===== src/rtl/rdma_tx_meta_arbiter_if.sv =====
// Requester-side and encapsulator-side bundles for rdma_tx_meta_arbiter.
// Requester i occupies slice i of every flattened bus.

interface rdma_tx_req_if #(
  parameter int unsigned NUM_REQ = 4,
  parameter int unsigned META_W  = 128
);
  logic [NUM_REQ*META_W-1:0] s_meta_data;
  logic [NUM_REQ-1:0]        s_meta_valid;
  logic [NUM_REQ-1:0]        s_meta_ready;
  logic [NUM_REQ*32-1:0]     s_pay_tdata;
  logic [NUM_REQ*4-1:0]      s_pay_tkeep;
  logic [NUM_REQ-1:0]        s_pay_tvalid;
  logic [NUM_REQ-1:0]        s_pay_tready;
  logic [NUM_REQ-1:0]        s_pay_tlast;
  logic [NUM_REQ-1:0]        s_pay_tuser;

  modport master (
    output s_meta_data, s_meta_valid, s_pay_tdata, s_pay_tkeep,
           s_pay_tvalid, s_pay_tlast, s_pay_tuser,
    input  s_meta_ready, s_pay_tready
  );

  modport slave (
    input  s_meta_data, s_meta_valid, s_pay_tdata, s_pay_tkeep,
           s_pay_tvalid, s_pay_tlast, s_pay_tuser,
    output s_meta_ready, s_pay_tready
  );
endinterface

interface rdma_tx_encap_if;
  logic [15:0] m_meta_payload_len;
  logic [31:0] m_meta_src_ip;
  logic [31:0] m_meta_dst_ip;
  logic [15:0] m_meta_src_port;
  logic [15:0] m_meta_dst_port;
  logic [7:0]  m_meta_flags;
  logic [7:0]  m_meta_endpoint_id;
  logic        m_meta_valid;
  logic        m_meta_ready;
  logic [31:0] m_pay_tdata;
  logic [3:0]  m_pay_tkeep;
  logic        m_pay_tvalid;
  logic        m_pay_tready;
  logic        m_pay_tlast;
  logic        m_pay_tuser;

  modport master (
    output m_meta_payload_len, m_meta_src_ip, m_meta_dst_ip, m_meta_src_port,
           m_meta_dst_port, m_meta_flags, m_meta_endpoint_id, m_meta_valid,
           m_pay_tdata, m_pay_tkeep, m_pay_tvalid, m_pay_tlast, m_pay_tuser,
    input  m_meta_ready, m_pay_tready
  );

  modport slave (
    input  m_meta_payload_len, m_meta_src_ip, m_meta_dst_ip, m_meta_src_port,
           m_meta_dst_port, m_meta_flags, m_meta_endpoint_id, m_meta_valid,
           m_pay_tdata, m_pay_tkeep, m_pay_tvalid, m_pay_tlast, m_pay_tuser,
    output m_meta_ready, m_pay_tready
  );
endinterface


===== src/rtl/rdma_tx_meta_arbiter.sv =====
// Round-robin scheduler sharing one encapsulator among NUM_REQ transmit
// requesters: arbitrate on metadata, forward the winner's header, then
// pass its payload stream through until tlast.

module rdma_tx_meta_arbiter #(
  parameter int unsigned NUM_REQ = 4,
  parameter int unsigned META_W  = 128
) (
  input  logic                iClk,
  input  logic                iRst_n,
  rdma_tx_req_if.slave        req,
  rdma_tx_encap_if.master     encap,
  output logic [NUM_REQ-1:0]  o_grant,
  output logic                o_busy,
  output logic [31:0]         o_pkt_count
);

  localparam int unsigned IDX_W = (NUM_REQ > 1) ? $clog2(NUM_REQ) : 1;

  typedef enum logic [1:0] {IDLE, META, DATA} state_t;

  state_t              state_q;
  logic [NUM_REQ-1:0]  grant_q;
  logic [IDX_W-1:0]    gidx_q;
  logic [IDX_W-1:0]    last_q;
  logic [META_W-1:0]   meta_q;
  logic [31:0]         pkt_cnt_q;

  logic                pick_vld;
  logic [IDX_W-1:0]    pick_idx;
  logic [META_W-1:0]   pick_meta;

  // Round-robin pick: walk offsets from farthest to nearest so the nearest
  // requester after last_q is the final (winning) assignment.
  always_comb begin
    int unsigned idx;
    idx       = 0;
    pick_vld  = 1'b0;
    pick_idx  = '0;
    pick_meta = '0;
    for (int unsigned k = 0; k < NUM_REQ; k++) begin
      idx = (32'(last_q) + NUM_REQ - k) % NUM_REQ;
      if (req.s_meta_valid[idx]) begin
        pick_vld = 1'b1;
        pick_idx = IDX_W'(idx);
      end
    end
    for (int unsigned i = 0; i < NUM_REQ; i++) begin
      if (IDX_W'(i) == pick_idx) pick_meta = req.s_meta_data[i*META_W +: META_W];
    end
  end

  // Route handshakes and payload of the granted requester only.
  always_comb begin
    req.s_meta_ready   = '0;
    req.s_pay_tready   = '0;
    encap.m_pay_tdata  = '0;
    encap.m_pay_tkeep  = '0;
    encap.m_pay_tvalid = 1'b0;
    encap.m_pay_tlast  = 1'b0;
    encap.m_pay_tuser  = 1'b0;
    for (int unsigned i = 0; i < NUM_REQ; i++) begin
      if (grant_q[i]) begin
        if (state_q == META) req.s_meta_ready[i] = encap.m_meta_ready;
        if (state_q == DATA) begin
          req.s_pay_tready[i] = encap.m_pay_tready;
          encap.m_pay_tdata   = req.s_pay_tdata[i*32 +: 32];
          encap.m_pay_tkeep   = req.s_pay_tkeep[i*4 +: 4];
          encap.m_pay_tvalid  = req.s_pay_tvalid[i];
          encap.m_pay_tlast   = req.s_pay_tlast[i];
          encap.m_pay_tuser   = req.s_pay_tuser[i];
        end
      end
    end
  end

  // Arbitration FSM: IDLE -> META (header handshake) -> DATA (until tlast).
  always_ff @(posedge iClk or negedge iRst_n) begin
    if (!iRst_n) begin
      state_q   <= IDLE;
      grant_q   <= '0;
      gidx_q    <= '0;
      last_q    <= IDX_W'(NUM_REQ - 1);
      meta_q    <= '0;
      pkt_cnt_q <= '0;
    end else begin
      case (state_q)
        IDLE: begin
          if (pick_vld) begin
            grant_q <= {{(NUM_REQ-1){1'b0}}, 1'b1} << pick_idx;
            gidx_q  <= pick_idx;
            meta_q  <= pick_meta;
            state_q <= META;
          end
        end
        META: begin
          if (encap.m_meta_ready) begin
            last_q  <= gidx_q;
            state_q <= DATA;
          end
        end
        DATA: begin
          if (encap.m_pay_tvalid && encap.m_pay_tready && encap.m_pay_tlast) begin
            pkt_cnt_q <= pkt_cnt_q + 32'd1;
            grant_q   <= '0;
            state_q   <= IDLE;
          end
        end
        default: state_q <= IDLE;
      endcase
    end
  end

  assign encap.m_meta_valid       = (state_q == META);
  assign encap.m_meta_payload_len = meta_q[META_W-1  -: 16];
  assign encap.m_meta_src_ip      = meta_q[META_W-17 -: 32];
  assign encap.m_meta_dst_ip      = meta_q[META_W-49 -: 32];
  assign encap.m_meta_src_port    = meta_q[META_W-81 -: 16];
  assign encap.m_meta_dst_port    = meta_q[META_W-97 -: 16];
  assign encap.m_meta_flags       = meta_q[15:8];
  assign encap.m_meta_endpoint_id = meta_q[7:0];

  assign o_grant     = grant_q;
  assign o_busy      = (state_q != IDLE);
  assign o_pkt_count = pkt_cnt_q;

endmodule


===== src/flat_wrapper.sv =====
// flat-port wrapper written by rule: the top's interface ports become plain ports
module rdma_tx_meta_arbiter_flat 
#(
  parameter int unsigned NUM_REQ = 4,
  parameter int unsigned META_W  = 128
)
  (iClk, iRst_n, o_grant, o_busy, o_pkt_count, req_s_meta_data, req_s_meta_valid, req_s_pay_tdata, req_s_pay_tkeep, req_s_pay_tvalid, req_s_pay_tlast, req_s_pay_tuser, req_s_meta_ready, req_s_pay_tready, encap_m_meta_payload_len, encap_m_meta_src_ip, encap_m_meta_dst_ip, encap_m_meta_src_port, encap_m_meta_dst_port, encap_m_meta_flags, encap_m_meta_endpoint_id, encap_m_meta_valid, encap_m_pay_tdata, encap_m_pay_tkeep, encap_m_pay_tvalid, encap_m_pay_tlast, encap_m_pay_tuser, encap_m_meta_ready, encap_m_pay_tready);
  rdma_tx_req_if #(.NUM_REQ(NUM_REQ), .META_W(META_W)) req_i ();
  rdma_tx_encap_if encap_i ();
  input  logic iClk;
  input  logic iRst_n;
  output logic [NUM_REQ-1:0] o_grant;
  output logic o_busy;
  output logic [31:0] o_pkt_count;
  input wire logic [$bits(req_i.s_meta_data)-1:0] req_s_meta_data;
  input wire logic [$bits(req_i.s_meta_valid)-1:0] req_s_meta_valid;
  input wire logic [$bits(req_i.s_pay_tdata)-1:0] req_s_pay_tdata;
  input wire logic [$bits(req_i.s_pay_tkeep)-1:0] req_s_pay_tkeep;
  input wire logic [$bits(req_i.s_pay_tvalid)-1:0] req_s_pay_tvalid;
  input wire logic [$bits(req_i.s_pay_tlast)-1:0] req_s_pay_tlast;
  input wire logic [$bits(req_i.s_pay_tuser)-1:0] req_s_pay_tuser;
  output wire logic [$bits(req_i.s_meta_ready)-1:0] req_s_meta_ready;
  output wire logic [$bits(req_i.s_pay_tready)-1:0] req_s_pay_tready;
  output wire logic [$bits(encap_i.m_meta_payload_len)-1:0] encap_m_meta_payload_len;
  output wire logic [$bits(encap_i.m_meta_src_ip)-1:0] encap_m_meta_src_ip;
  output wire logic [$bits(encap_i.m_meta_dst_ip)-1:0] encap_m_meta_dst_ip;
  output wire logic [$bits(encap_i.m_meta_src_port)-1:0] encap_m_meta_src_port;
  output wire logic [$bits(encap_i.m_meta_dst_port)-1:0] encap_m_meta_dst_port;
  output wire logic [$bits(encap_i.m_meta_flags)-1:0] encap_m_meta_flags;
  output wire logic [$bits(encap_i.m_meta_endpoint_id)-1:0] encap_m_meta_endpoint_id;
  output wire logic [$bits(encap_i.m_meta_valid)-1:0] encap_m_meta_valid;
  output wire logic [$bits(encap_i.m_pay_tdata)-1:0] encap_m_pay_tdata;
  output wire logic [$bits(encap_i.m_pay_tkeep)-1:0] encap_m_pay_tkeep;
  output wire logic [$bits(encap_i.m_pay_tvalid)-1:0] encap_m_pay_tvalid;
  output wire logic [$bits(encap_i.m_pay_tlast)-1:0] encap_m_pay_tlast;
  output wire logic [$bits(encap_i.m_pay_tuser)-1:0] encap_m_pay_tuser;
  input wire logic [$bits(encap_i.m_meta_ready)-1:0] encap_m_meta_ready;
  input wire logic [$bits(encap_i.m_pay_tready)-1:0] encap_m_pay_tready;
  assign req_i.s_meta_data = req_s_meta_data;
  assign req_i.s_meta_valid = req_s_meta_valid;
  assign req_i.s_pay_tdata = req_s_pay_tdata;
  assign req_i.s_pay_tkeep = req_s_pay_tkeep;
  assign req_i.s_pay_tvalid = req_s_pay_tvalid;
  assign req_i.s_pay_tlast = req_s_pay_tlast;
  assign req_i.s_pay_tuser = req_s_pay_tuser;
  assign req_s_meta_ready = req_i.s_meta_ready;
  assign req_s_pay_tready = req_i.s_pay_tready;
  assign encap_m_meta_payload_len = encap_i.m_meta_payload_len;
  assign encap_m_meta_src_ip = encap_i.m_meta_src_ip;
  assign encap_m_meta_dst_ip = encap_i.m_meta_dst_ip;
  assign encap_m_meta_src_port = encap_i.m_meta_src_port;
  assign encap_m_meta_dst_port = encap_i.m_meta_dst_port;
  assign encap_m_meta_flags = encap_i.m_meta_flags;
  assign encap_m_meta_endpoint_id = encap_i.m_meta_endpoint_id;
  assign encap_m_meta_valid = encap_i.m_meta_valid;
  assign encap_m_pay_tdata = encap_i.m_pay_tdata;
  assign encap_m_pay_tkeep = encap_i.m_pay_tkeep;
  assign encap_m_pay_tvalid = encap_i.m_pay_tvalid;
  assign encap_m_pay_tlast = encap_i.m_pay_tlast;
  assign encap_m_pay_tuser = encap_i.m_pay_tuser;
  assign encap_i.m_meta_ready = encap_m_meta_ready;
  assign encap_i.m_pay_tready = encap_m_pay_tready;
  rdma_tx_meta_arbiter #(.NUM_REQ(NUM_REQ), .META_W(META_W)) u_core (.iClk(iClk), .iRst_n(iRst_n), .req(req_i), .encap(encap_i), .o_grant(o_grant), .o_busy(o_busy), .o_pkt_count(o_pkt_count));
endmodule

===== config.mk =====
export PLATFORM = sky130hd
export DESIGN_NAME = rdma_tx_meta_arbiter_flat
export DESIGN_NICKNAME = d
export VERILOG_FILES = /design/src/rtl/rdma_tx_meta_arbiter_if.sv /design/src/rtl/rdma_tx_meta_arbiter.sv /design/src/flat_wrapper.sv
export SDC_FILE = /design/constraint.sdc
export NUM_CORES = 1
export LEC_CHECK = 0
export ABC_AREA = 1
export CORE_AREA = 5 5 340 342
export DETAILED_ROUTE_END_ITERATION = 12
export DIE_AREA = 0 0 345 347
export PLACE_DENSITY = 0.31
export SLEW_MARGIN = 15
export SYNTH_ARGS = -nofsm -noshare
export SYNTH_HDL_FRONTEND = slang
export SYNTH_SLANG_ARGS = --single-unit

===== constraint.sdc =====
create_clock -name iClk -period 4.4 [get_ports iClk]
set_input_delay 0.66 -clock iClk [delete_from_list [all_inputs] [get_ports iClk]]
set_output_delay 0.66 -clock iClk [all_outputs]
set_load 0.02 [all_outputs]

# Word level (Yosys, flattened, before mapping)
# Cells that the tools add are included.
# word_totals
register_bits	170
latchBits	0
ram_bits	0
mem_bits_ro	0
inputBits	676
elab_cells	112
mem_count	0
# op_classes
add_sub_neg	5
mul	0
div	0
n_lt_le_gt_ge	4
eq_ne	8
n_shift	1
n_mux	77
n_bitwise	0
reduce_logical	11
# ops
operator	count
$mux 128	4
$mux 32	8
$mux 1	42
$mux 4	10
$add 32x1->32 const B	1
$mux 2	7
$lt 2x3->1 const B	4
$bmux 1 s2	4
$pmux 4 s2	1
$pmux 2 s3	1
$reduce_and 2->1	3
$reduce_and 3->1	2
$eq 2x2->1 const A	2
$logic_not 2->1	2
$ne 2x1->1 const B	2
$reduce_bool 2->1	2
$shl 1x2->4 const A	1
$sub 2x2->2 const B	2
$add 2x1->2 const B	1
$eq 1x2->1 const A	1
$eq 2x1->1 const B	1
$eq 2x2->1 const B	1
$logic_and 1x1->1	2
$ne 2x2->1 const B	1
$sub 2x1->2 const B	1

# Longest topological paths before layout
# depth
word_depth	13
mapped_depth	18
mapped_depth_nobuf	15

# Least setup slack after synthesis
# Ideal clock, no wire load.
# synth_timing
path_kind	reg2out
start	register u_core.state_q[1]
end	output encap_m_pay_tdata[14]
t_arrival_ps	1779
t_required_ps	3740
slack_ps	1961
path_stages_with_launch	8
n_path_buf	3
cell_sequence	dfrtp_1 -> inv_1 -> nor2_1 -> clkbuf_1 -> clkbuf_1 -> clkbuf_1 -> nand3_1 -> nand2_1
# synth_via
elab_chain_len	9
# synth_lines
item	line_no	rtl
start: declaration	rdma_tx_meta_arbiter.sv:22	state_t state_q;
start signal: assignment	rdma_tx_meta_arbiter.sv:80	state_q <= IDLE;
start signal: assignment	rdma_tx_meta_arbiter.sv:93	state_q <= META;
start signal: assignment	rdma_tx_meta_arbiter.sv:99	state_q <= DATA;
$eq 2x2->1 (*)	rdma_tx_meta_arbiter.sv:65	if (state_q == DATA) begin
$mux 32	rdma_tx_meta_arbiter.sv:65	
$mux 32	rdma_tx_meta_arbiter.sv:63	if (grant_q[i]) begin
$mux 32	rdma_tx_meta_arbiter.sv:65	
$mux 32	rdma_tx_meta_arbiter.sv:63	
$mux 32	rdma_tx_meta_arbiter.sv:65	
$mux 32	rdma_tx_meta_arbiter.sv:63	
$mux 32	rdma_tx_meta_arbiter.sv:65	
$mux 32 (*)	rdma_tx_meta_arbiter.sv:63	
end: declaration	flat_wrapper.sv:32	output wire logic [$bits(encap_i.m_pay_tdata)-1:0] encap_m_pay_tdata;
# Mark *: on every way between the ends. The rest lies on a longest branch, timed or not.

# Final worst setup path
# layout_timing
start	register u_core.state_q[1]
end	output encap_m_pay_tdata[0]
# Same word-level chain as after synthesis.

==> metrics.md <==
| Metric | Value |
|---|---|
| Status | `completed` |
| Layout cells sized above 1 | `0.02997` |
| Clock-pin slew on the worst setup and hold paths | `0.08 ns` |
| Post-Synth XOR/XNOR Area | `0.01911` |
| Final period util | `0.8786` |
| Pwr Density | `752.1 nW/um^2` |
| Cells after Synth | `2,264` |
| DR vias/cell | `4.020` |
| Ports | `889` |
| Die W | `345 um` |
| Critical path required time | `3.74 ns` |
| First-pass GRT wire length | `144.3 mm` |
| Final Cell Area | `25,250 um^2` |
| Slew Viols, Final | `0` |
| Largest stage delay, worst path | `0.64 ns` |
| Number of port buffers | `888` |
| Post-DRT Antenna Nets | `0` |
| Most common cell in the netlist | `nand2_1` |
| Minimum clock period | `3.866 ns` |
| Flop2flop setup slack | `1.28 ns` |
| Avg Synthesized Cell Area | `6.276 um^2` |
| Top delay family on crit path | `buffers and inverters` |
| Leak | `0.01124 uW` |
| Critical path launch point type | `flop` |
| Worst r2r dst | `u_core.meta_q[111]` |
| Largest family of logic cells by synthesized area | `simple AND/OR/NAND/NOR gates` |
| Full die area | `119,700 um^2` |
| Synth unique cells | `36` |
| CP bufs+invs | `3` |
| Placed inst area | `24,620 um^2` |
| # rows | `123` |
| Fin cells | `4,561` |
| Setup_tns | `0 ns` |
| First-pass DRT Iterations | `5` |
| Metal2 WL | `50.87 mm` |
| Min-delay worst type | `in -> async` |
| Placer's final routability congestion estimate | `0.7924` |
| Slew margin rel. | `0.3094` |
| CTS tree | `yes` |
| Critical path depth | `8` |
| Post-synthesis adder-cell area fraction | `0.0008806` |
| Vias in the first global route | `19,000` |
| Core region area | `112,000 um^2` |
| Syn_nets | `2,941` |
| Area occupied by multi-input gates | `8356 um^2` |
| Largest net degree at the start of global routing | `158` |
| Tot GR Track Use | `0.1648` |
| EDFF count, synth | `0` |
| Mapped Area | `14,210 um^2` |
| Post-CTS sizing | `0` |
| Drt initial violations | `954` |
| Register area share after synthesis | `0.2996` |
| F_max | `258.7 MHz` |
| Clock sink count | `170` |
| Synth Area in Simple Gates | `0.4364` |
| Final hold violation count | `0` |
| Number of setup buffers added after CTS | `0` |
| Initial core utilization | `0.1268` |
| RSZ-0062 raised after global routing | `false` |
| Hold Buf Count CTS | `0` |
| Critical path type | `reg -> out` |
| Fin worst setup slack | `0.5342 ns` |
| Yosys reg bits | `170` |
| Routed WL per cell | `22.54 um` |
| Worst Path Max Fanout | `49` |
| Leading area contributor after synthesis | `dfrtp_1` |
| Yosys top cell area share | `0.2959` |
| Nets | `3,700` |
| DR top layer | `met5` |
| Post-synthesis mux area share | `0` |
| Worst Setup End Kind | `output pin` |
| HPWL Detailed | `77.61 mm` |
| Yosys warnings | `0` |
| Worst Skew | `0.01516 ns` |
| Initial antenna violation count | `47` |
| R2r worst-path depth | `14` |
| Max-Cap Viols | `0` |
| Layout Utilization | `0.2254` |
| Data arrival, critical path | `3.21 ns` |
| Reg area | `4259 um^2` |
| Cell repeated most along the worst path | `o21ai_0` |
| Layout area overhead | `77.73%` |
| Cell Count Post-Placement | `4,504` |
| DR DRC count | `0` |
| Fillcell total | `12,810` |
| M1 wire length | `41.27 mm` |
| Detailed Route WL | `102.8 mm` |
| Worst VDD drop | `585.7 uV` |
| Clock buffer depth | `2` |
| Grt ovf | `0` |
| Vias | `18,330` |
| Crit-path cells | `inv_1, nor2_4, buf_4, o21ai_0, o21ai_0, o211ai_1, nand2_1, clkdlybuf4s50_1` |
| Tightest Pin Transition | `1.036 ns` |
| Num CTS Buffers | `17` |
| Compound-cell area share of the yosys netlist | `0.1276` |
| Post-synth top cells | `nand2_1 (799), nand3_1 (293), inv_1 (214)` |
| Clock Latency Late Sink | `0.51 ns` |
| Slowest cell on crit path | `clkdlybuf4s50_1` |
| Die H | `347 um` |
| R2R Path Start | `u_core.last_q[0]` |
| Synth top area cells | `dfrtp_1 (30%), nand2_1 (21%), nand3_1 (10%)` |
| Pre-CTS setup slack | `0.8386 ns` |
| Final setup vio count | `0` |
| Met3 WL | `8.027 mm` |
| CTS root buf | `clkbuf_16` |
| Primary FF master, synth | `dfrtp_1` |
| Post-synth ARST share | `1.000` |
| H-tree Lvls | `4` |
cells by family (layout without fill, tap and decap cells):
| logic type | after synthesis | after routing |
|---|---|---|
| AND/OR/NAND/NOR | 1369 | 1369 |
| XOR/XNOR | 31 | 31 |
| AO/OA/AOI/OAI | 291 | 291 |
| flip-flops | 170 | 170 |
| buffers and inverters | 402 | 1174 |
| other | 0 | 25 |
| adder cells (fa/ha/maj) | 1 | 1 |
report_power, final:
group,internal (uW),total (uW),switching (uW)
Clock,815,1640,824
Combinational,4970,14700,9730
Sequential,2260,2660,398
Total,8040,19000,11000
cell usage in the layout, fill, tap and decap left out, types with 4 or more instances in the layout:
master and n:
clkdlybuf4s50_1 887, nand2_1 798, nand3_1 293, inv_1 214, dfrtp_1 166, o21ai_0 103
nand4_1 100, nand3b_1 95, o21bai_1 93, nor2_1 47, a21oi_1 40, o211ai_1 38
diode_2 25, xor2_1 23, buf_4 22, nor3_1 18, clkbuf_16 17, buf_12 12
o21ai_1 11, xnor2_1 8, nand2_2 4, nor2_4 4, inv_6 4
final cells by class:
| type | instances | share of cell area |
|---|---|---|
| repair buffers | 922 | 0.3682 |
| multi-input cells | 1692 | 0.3309 |
| flip-flops and latches | 170 | 0.1687 |
| well taps | 1500 | 0.07432 |
| inverters | 220 | 0.03290 |
| clock buffers | 20 | 0.01808 |
| clock inverters | 12 | 0.004459 |
| diodes | 25 | 0.002477 |
state kept, by name, indices dropped and copies added, names as in the netlist:
name,cells
u_core.o_pkt_count,32
u_core.o_grant,4
u_core.meta_q,128
u_core.last_q,2
u_core.gidx_q,2
u_core.state_q,2
through the flow:
step / hold WS, ns / power, uW
floorplan: 0.3644 / 11630
global placement: 0.4628 / 17900
detailed placement: 0.4642 / 17850
CTS: 0.2150 / 19640
global route: 0.1982 / 20890
finish: 0.1710 / 18990
worst max path at each step:
stage	start	endpoint	slack, ns
finish	u_core.state_q[1]	encap_m_pay_tdata[0]	0.53
global route	u_core.state_q[1]	encap_m_pay_tdata[25]	0.37
CTS	u_core.o_grant[1]	encap_m_pay_tdata[0]	0.44
detailed placement	req_s_meta_valid[3]	u_core.meta_q[111]	0.84
global placement	req_s_meta_valid[3]	u_core.meta_q[112]	0.89
floorplan	u_core.state_q[1]	encap_m_pay_tdata[14]	1.96
routing by layer:
metal,track usage,vias to the layer above
met5,0,-
li1,-,8961
met4,0.05527,28
met2,0.2828,611
met1,0.1906,8619
met3,0.05939,114
(Power assumes the default switching activity.)
